File: src/rtl/muldiv_sequencer.sv
// Iterative signed multiply (radix-2 Booth) / divide (restoring on magnitudes) unit owning hi/lo; optional DIV_ZERO_TRAP_EN.
// Latency: mult done one cycle after E0+WIDTH, div one cycle after E0+WIDTH+1 (trapped div-by-zero: after E0+1).
// No backpressure: starts are sampled only in IDLE/DONE, starts while busy are dropped, done is a single-cycle pulse.
module muldiv_sequencer #(
  parameter int WIDTH = 32
) (
  input  logic             clk,
  input  logic             reset,
  input  logic             MultControl,
  input  logic             DivControl,
  input  logic [WIDTH-1:0] a,
  input  logic [WIDTH-1:0] b,
  output logic             busy,
  output logic             done,
  output logic             div_zero,
  output logic [WIDTH-1:0] hi,
  output logic [WIDTH-1:0] lo
);

  localparam int CW = $clog2(WIDTH) + 1;

  typedef enum logic [1:0] {IDLE, RUN, FIX, DONE} state_t;

  state_t           state, state_nxt;
  logic [WIDTH:0]   acc;      // Booth accumulator / partial remainder
  logic [WIDTH-1:0] q;        // multiplier / dividend magnitude, becomes product low / quotient
  logic             qm1;      // Booth q_-1 bit
  logic [WIDTH-1:0] opb;      // multiplicand, or divisor magnitude
  logic [CW-1:0]    cnt;
  logic             op_div;
  logic             neg_q;
  logic             neg_r;
  logic             bzero;

  logic             can_start;
  logic             start;
  logic             start_div;

  logic [WIDTH:0]   mcand_x;
  logic [WIDTH:0]   booth_sum;
  logic [WIDTH:0]   acc_m;
  logic [WIDTH-1:0] q_m;
  logic [WIDTH:0]   rem_sh;
  logic [WIDTH:0]   diff;
  logic             take;
  logic [WIDTH:0]   acc_d;
  logic [WIDTH-1:0] q_d;

  function automatic logic [WIDTH-1:0] mag(input logic [WIDTH-1:0] x);
    // MIN maps to itself, which reads correctly as an unsigned 2^(WIDTH-1)
    return x[WIDTH-1] ? -x : x;
  endfunction

  assign can_start = (state == IDLE) || (state == DONE);
  assign start     = MultControl || DivControl;
  assign start_div = DivControl && !MultControl;   // mult wins a tie

  assign busy = (state == RUN) || (state == FIX);
  assign done = (state == DONE);

  // One Booth step and one restoring-division step, computed from the current regs
  always_comb begin
    mcand_x   = {opb[WIDTH-1], opb};
    booth_sum = acc;
    case ({q[0], qm1})
      2'b01:   booth_sum = acc + mcand_x;
      2'b10:   booth_sum = acc - mcand_x;
      default: booth_sum = acc;
    endcase
    acc_m  = {booth_sum[WIDTH], booth_sum[WIDTH:1]};
    q_m    = {booth_sum[0], q[WIDTH-1:1]};
    rem_sh = {acc[WIDTH-1:0], q[WIDTH-1]};
    diff   = rem_sh - {1'b0, opb};
    take   = (rem_sh >= {1'b0, opb});
    acc_d  = take ? diff : rem_sh;
    q_d    = {q[WIDTH-2:0], take};
  end

  // Next-state logic
  always_comb begin
    state_nxt = state;
    case (state)
      IDLE, DONE: begin
        state_nxt = IDLE;
        if (start) begin
          state_nxt = RUN;
`ifdef DIV_ZERO_TRAP_EN
          if (start_div && (b == '0)) state_nxt = DONE;
`endif
        end
      end
      RUN:     if (cnt == CW'(1)) state_nxt = op_div ? FIX : DONE;
      FIX:     state_nxt = DONE;
      default: state_nxt = IDLE;
    endcase
  end

  // State register
  always_ff @(posedge clk or posedge reset) begin
    if (reset) state <= IDLE;
    else       state <= state_nxt;
  end

`ifdef DIV_ZERO_TRAP_EN
  logic dz;

  // Remember that the op just accepted was a trapped divide-by-zero
  always_ff @(posedge clk or posedge reset) begin
    if (reset)                  dz <= 1'b0;
    else if (can_start && start) dz <= start_div && (b == '0);
  end

  assign div_zero = done && dz;
`else
  assign div_zero = 1'b0;
`endif

  // Operand capture, iteration and result write-back
  always_ff @(posedge clk or posedge reset) begin
    if (reset) begin
      acc <= '0; q <= '0; qm1 <= 1'b0; opb <= '0; cnt <= '0;
      op_div <= 1'b0; neg_q <= 1'b0; neg_r <= 1'b0; bzero <= 1'b0;
      hi <= '0; lo <= '0;
    end else if (can_start) begin
      if (start) begin
        cnt    <= CW'(WIDTH);
        op_div <= start_div;
        acc    <= '0;
        qm1    <= 1'b0;
        if (start_div) begin
          q     <= mag(a);
          opb   <= mag(b);
          neg_q <= a[WIDTH-1] ^ b[WIDTH-1];
          neg_r <= a[WIDTH-1];
          bzero <= (b == '0);
        end else begin
          q   <= a;
          opb <= b;
        end
      end
    end else if (state == RUN) begin
      cnt <= cnt - CW'(1);
      if (op_div) begin
        acc <= acc_d;
        q   <= q_d;
      end else begin
        acc <= acc_m;
        q   <= q_m;
        qm1 <= q[0];
        if (cnt == CW'(1)) begin
          hi <= acc_m[WIDTH-1:0];
          lo <= q_m;
        end
      end
    end else if (state == FIX) begin
      lo <= bzero ? '1 : (neg_q ? -q : q);
      hi <= neg_r ? -acc[WIDTH-1:0] : acc[WIDTH-1:0];
    end
  end

endmodule
File: config.mk
export PLATFORM = sky130hd
export DESIGN_NAME = muldiv_sequencer
export DESIGN_NICKNAME = d
export VERILOG_FILES = /design/src/rtl/muldiv_sequencer.sv
export SDC_FILE = /design/constraint.sdc
export NUM_CORES = 1
export LEC_CHECK = 0
export BUFFER_PORTS_ARGS = -buffer_cell sky130_fd_sc_hd__buf_2
export CAP_MARGIN = 20
export CORE_MARGIN = 1
export CORE_UTILIZATION = 40
export DETAILED_ROUTE_END_ITERATION = 10
export GPL_TIMING_DRIVEN = 0
export HOLD_SLACK_MARGIN = 0.06
export RECOVER_POWER = 100
export SLEW_MARGIN = 15
export SYNTH_ARGS = -nofsm -noshare
export SYNTH_HDL_FRONTEND = slang
export SYNTH_SLANG_ARGS = --single-unit
File: constraint.sdc
create_clock -name clk -period 6.9 [get_ports clk]
set_clock_uncertainty 0.2 [all_clocks]
set_input_delay 0.69 -clock clk [delete_from_list [all_inputs] [get_ports clk]]
set_output_delay 0.69 -clock clk [all_outputs]
set_load 0.005 [all_outputs]
* Yosys cells after proc, flatten, opt, wreduce, memory -nomap -nowiden
Index checks and enable logic that the tools add are counted.
** Storage, ports and cells
- Bits of input ports :: 68
- Register bits :: 174
- Output and inout bits :: 67
- Word-level logic and storage cells :: 84
** Cells by class
- Magnitude comparators :: 1
- Bitwise gates (word level) :: 2
- Equal/unequal tests :: 10
- Muxes and demuxes :: 36
- $add $sub $neg :: 8
- Reductions and logical operators :: 15
** Operators by type and width (number)
- 32-bit two-way mux :: 19
- 33-bit two-way mux :: 5
- 32-bit negation :: 4
- 33-bit one-hot mux with 2 select lines :: 1
- 33-bit adder :: 1
- 33-bit by 32-bit greater-or-equal comparator with 1-bit output :: 1
- 33-bit by 32-bit subtractor with 33-bit output :: 1
- 33-bit subtractor :: 1
- 32-bit zero test :: 1
- 6-bit two-way mux :: 3
- 2-bit == test (second input constant) :: 3
- 6-bit by 1-bit == test with 1-bit output (second input constant) :: 1
- 1-bit two-way mux :: 6
- 2-bit one-hot mux with 3 select lines :: 1
- 3-bit AND reduction :: 2
- 6-bit by 1-bit subtractor with 6-bit output (second input constant) :: 1
- 2-bit by 1-bit == test with 1-bit output (second input constant) :: 2
- 2-bit by 1-bit inequality test with 1-bit output (second input constant) :: 2
- 2-bit inequality test (second input constant) :: 2
- 2-bit AND reduction :: 2
- 4-bit AND reduction :: 1
- 2-bit nonzero test :: 2
- 1-bit logical OR :: 3
- 2-bit zero test :: 1
- 6 further kinds :: 6

* Longest topological paths before layout
- Depth in word-level cells :: 5
- Mapped depth :: 19
- Gate-level depth less buffers :: 18

* Least setup slack after synthesis
No wires, ideal clock.
- Path kind :: reg-to-reg
- Start :: register opb[6]
- End :: register acc[31]
- Data required time :: 6576 ps
- Library setup time :: 124 ps
- Stages on the path, launching flop included :: 19
- Slack :: 2624 ps
- Clock period less this slack :: 4276 ps
- Buffers on the path :: 0
- Data arrival time :: 3952 ps
- Cell sequence :: dfrtp_1 > nor4_1 > nand3_1 > nor3_1 > and2_1 > nand3_1 > nor4_1 > nor2_1 > xnor2_1 > ha_1 > a21o_1 > a221o_1 > a21oi_1 > o21ai_0 > nor3_1 > a21oi_1 > mux2i_1 > xnor2_1 > a211o_1
** Between the ends
- Cells in the longest elaborated chain, start to end :: 5
- Elaborated cells between the ends (all ways) :: 9
- Those cells by class :: 3 x add/sub; 1 x order compare; 5 x mux
** RTL lines
- start, declared :: RTL line 28 : logic [WIDTH-1:0] opb;
- start signal, assigned :: RTL line 132 : opb <= mag(b);
- 33-bit subtractor (tied with other cells) :: RTL line 67 : 2'b10: booth_sum = acc - mcand_x;
- 33-bit one-hot mux with 2 select lines or 33-bit two-way mux (tied branches) :: RTL line 65, 75
- 33-bit two-way mux (*) :: RTL line 143 : if (op_div) begin
- 33-bit two-way mux (*) :: RTL line 141 : end else if (state == RUN) begin
- 33-bit two-way mux (*) :: RTL line 124 : end else if (can_start) begin
- end signal, assigned :: RTL line 147 : acc <= acc_m;
- end, declared :: RTL line 25 : logic [WIDTH:0] acc;
Every way passes the cells marked *; elsewhere a longest branch is shown, timed or not. The select of a mux whose other input is x is not followed.
A chain may end at the register's enable or synchronous reset.

* Worst setup path in the final report
- Start :: register q[0]
- End :: register hi[30]
** Between the ends
- Cells in the longest elaborated chain, start to end :: 5
- Elaborated cells between the ends (all ways) :: 6
- Those cells by class :: 2 x eq/ne; 4 x mux
** RTL lines
- start, declared :: RTL line 26 : logic [WIDTH-1:0] q;
- start signal, assigned :: RTL line 131 : q <= mag(a);
- start signal, assigned :: RTL line 145 : q <= q_d;
- start signal, assigned :: RTL line 148 : q <= q_m;
- 2-bit == test or 2-bit by 1-bit == test with 1-bit output (tied branches) :: RTL line 65 : case ({q[0], qm1})
- 33-bit one-hot mux with 2 select lines (*) :: RTL line 65
- 32-bit two-way mux (*) :: RTL line 150 : if (cnt == CW'(1)) begin
- 32-bit two-way mux (*) :: RTL line 143
- 32-bit two-way mux (*) :: RTL line 141
- end signal, assigned :: RTL line 151 : hi <= acc_m[WIDTH-1:0];
- end signal, assigned :: RTL line 157 : hi <= neg_r ? -acc[WIDTH-1:0] : acc[WIDTH-1:0];
- end, declared :: RTL line 16 : output logic [WIDTH-1:0] hi,
Marks and branches as above.

==> results.cfg <==
[clocking]
cts_tree = done
cts-root-buf = clkbuf_16
clk_latency_ns = 0.46
ctsResizeCount = 0
cts_num_sinks = 174
htreeDepth = 4
clkTransAtPathRegs_ns = 0.08
post_cts_buffers = 0
cts_hold_buf = 0
numCtsBuffers = 17
clock_path_buffers = 2

[synth]
ys_ff_latch = 174
synthTopCellsByArea = dfrtp_1 28%, xnor2_1 7.9%, ha_1 6.1%
synth_async_sr_flop_share_pct = 100.0
avgSynthCellArea_um2 = 7.828
synth_fp_nets = 2121
ys_warn_count = 0
yosysTopAreaCellShare_pct = 28.15
ys_types = 88
synth_ff_type = dfrtp_1
syn_area_um2 = 15470
synth_top_area_cell = dfrtp_1
seq_area_frac_synth_pct = 28.15
synth_edf_count = 0
netlist_instances = 1976

[global_route]
grt_util_met1_pct = 42.00
grt_pass1_vias = 14730
grt-busiest-layer = met2
track_usage_pct = 29.46
grt_antenna_before_repair = 1
grt_overflow_total = 0
use_met2_pct = 46.01
grt_pass1_wl_mm = 87.73
grt_util_met3_pct = 4.815
grt_max_degree = 110

[detailed_routing]
routed_wirelength_mm = 57.78
first_iter_violations = 1479
ant_nets = 0
via_count = 15750
wl_per_cell_um = 21.76
first_pass_iters = 6
drc_errors = 0
vias_per_cell = 5.930

[sta]
hold_viol = 0
tightest_slew_ns = 2.994
period_minus_slack_ns = 5.340
rsz0062_at_grt = false
max_slew_margin_pct = -100.7
fin_crit_sh_pct = 77.39
slew_viol_final = 177
max_freq_ghz = 0.1873
finalSetupViolCount = 0
hold_ws_ns = 0.2736

[finish]
diodes = 0
final_nets = 2276
multiInputGateArea_um2 = 10320
nFillCells = 3960
drive_gt1_share_pct = 7.649
area.growth.synth_to_final_pct = 11.62
final-seq-area_um2 = 4354

[floorplanning]
die_w_um = 198.6
die_area_um2 = 39460
die_height_um = 198.6
ios = 135
initial_core_util_pct = 40.87
coreArea_um2 = 37840
core.rowCount = 71

[setup_path]
path_class = flop to flop
cp-start-kind = flop
path_max_fanout = 10
arrival_ns = 5.53
worstSetupEndpointType = flop
required_ns = 7.09

[status]
status = finished, violations left
violations = max-capacitance violations, max-slew violations

[hold_path]
min_path_type = flop to flop

[placement]
portBuffers = 133
dp_hpwl_mm = 45.76
gp_congestion = 0.9486

[job]
cap_violations = 2
## metrics by stage
| stage | util (%) | area [µm²] | instances | setup slack [ns] | TNS [ns] |
|---|---|---|---|---|---|
| floorplan | - | 15470 | 1976 | 1.293 | 0 |
| global placement | 44.32 | 16770 | 2620 | -0.9801 | -167.79 |
| detailed placement | 44.41 | 16810 | 2621 | 1.737 | 0 |
| CTS | 45.85 | 17350 | 2653 | 1.700 | 0 |
| global route | 45.62 | 17260 | 2655 | 0.8513 | 0 |
| finish | 45.62 | 17260 | 2655 | 1.560 | 0 |
## cells in the final DEF (no fill, tap or decap), types with 11 or more instances in the layout
master / count
o41ai_1: 15
nand3_1: 29
dfrtp_1: 174
mux2i_1: 64
a31oi_1: 25
inv_1: 72
o21ai_0: 170
nor4_1: 22
nor3_1: 27
o31ai_1: 32
xor2_1: 56
xnor2_1: 139
nor2b_1: 16
o21a_1: 14
o211ai_1: 21
buf_2: 96
or3_1: 24
ha_1: 75
o22ai_1: 33
o221ai_1: 19
nor2_1: 175
nand2_1: 216
a21oi_1: 182
a211oi_1: 24
and3_1: 11
a21o_1: 42
or4_1: 11
clkbuf_16: 17
nand2b_1: 24
clkbuf_1: 154
## sequential cells by signal, indices dropped and copies added, names as in the netlist
name,count
acc,33
state,2
neg_q,1
lo,32
q,32
neg_r,1
cnt,6
opb,32
bzero,1
hi,32
qm1,1
op_div,1
## cells by family (layout without fill, tap and decap cells)
group / after synthesis / after routing / synth area share [%]
AO/OA/AOI/OAI: 648 / 648 / 26.37
flip-flops: 174 / 174 / 28.15
XOR/XNOR: 195 / 195 / 11.04
adder cells (fa/ha/maj): 77 / 77 / 6.326
AND/OR/NAND/NOR: 609 / 609 / 18.44
other: 1 / 1 / 0.02424
multiplexers: 71 / 71 / 4.651
buffers and inverters: 201 / 369 / 4.999
## routing by layer
layer  up-vias  routed length, µm
li1       7423                  -
met1      7655              26580
met2       597              26070
met3        68               3913
met4         2               1205
met5         -                 10
## cells in the mapped netlist (all sizes together) (9+ instances only)
cell and n:
nand2 216, a21oi 182, nor2 175, dfrtp 174, o21ai 173, xnor2 139
clkbuf 115, ha 75, inv 73, mux2i 64, xor2 56, a21o 42
o22ai 33, o31ai 33, nand3 29, nor3 27, a31oi 25, a211oi 24
nand2b 24, or3 24, nor4 23, o211ai 21, o221ai 19, nor2b 16
o41ai 16, o21a 14, buf 12, or4 12, and2 11, and3 11
a221oi 10, nand4 10, or2 9
## path summary, 6_finish.rpt
| path | start | to | slack, ns | depth (start not counted) |
|---|---|---|---|---|
| max | q[0] | hi[30] | 1.56 | 16 |
| min in group asynchronous | reset | lo[10] | 0.87 | 2 |
| min | lo[6] | lo[6] | 0.27 | 1 |
| min reg2reg | lo[6] | lo[6] | 0.27 | 1 |
| max reg2reg | q[0] | hi[30] | 1.56 | 16 |
| max in group asynchronous | reset | opb[18] | 1.83 | 3 |
## layout make-up
| class | instances | area share [%] |
|---|---|---|
| tap | 511 | 3.703 |
| sequential | 174 | 25.22 |
| buffer | 127 | 2.834 |
| inverter | 74 | 1.616 |
| multi-input combinational | 1601 | 59.78 |
| clock buffer | 18 | 2.544 |
| timing repair buffer | 136 | 3.689 |
| clock inverter | 14 | 0.6088 |
## critical path, stage by stage (launching register included)
cell and delay [ns]:
dfrtp_1 0.54, ha_1 0.27, clkbuf_1 0.41, clkbuf_1 0.51, nor2_1 0.13, xnor2_1 0.26
ha_1 0.29, clkbuf_1 0.19, a21oi_1 0.17, nor2_1 0.06, a211oi_1 0.46, o32a_1 0.33
a31oi_1 0.14, o41ai_1 0.67, mux2i_1 0.31, nand3_1 0.11, a31oi_1 0.21
Power is not shown: default switching activity piles up to over one toggle a cycle in this logic, so the estimate is an artifact.
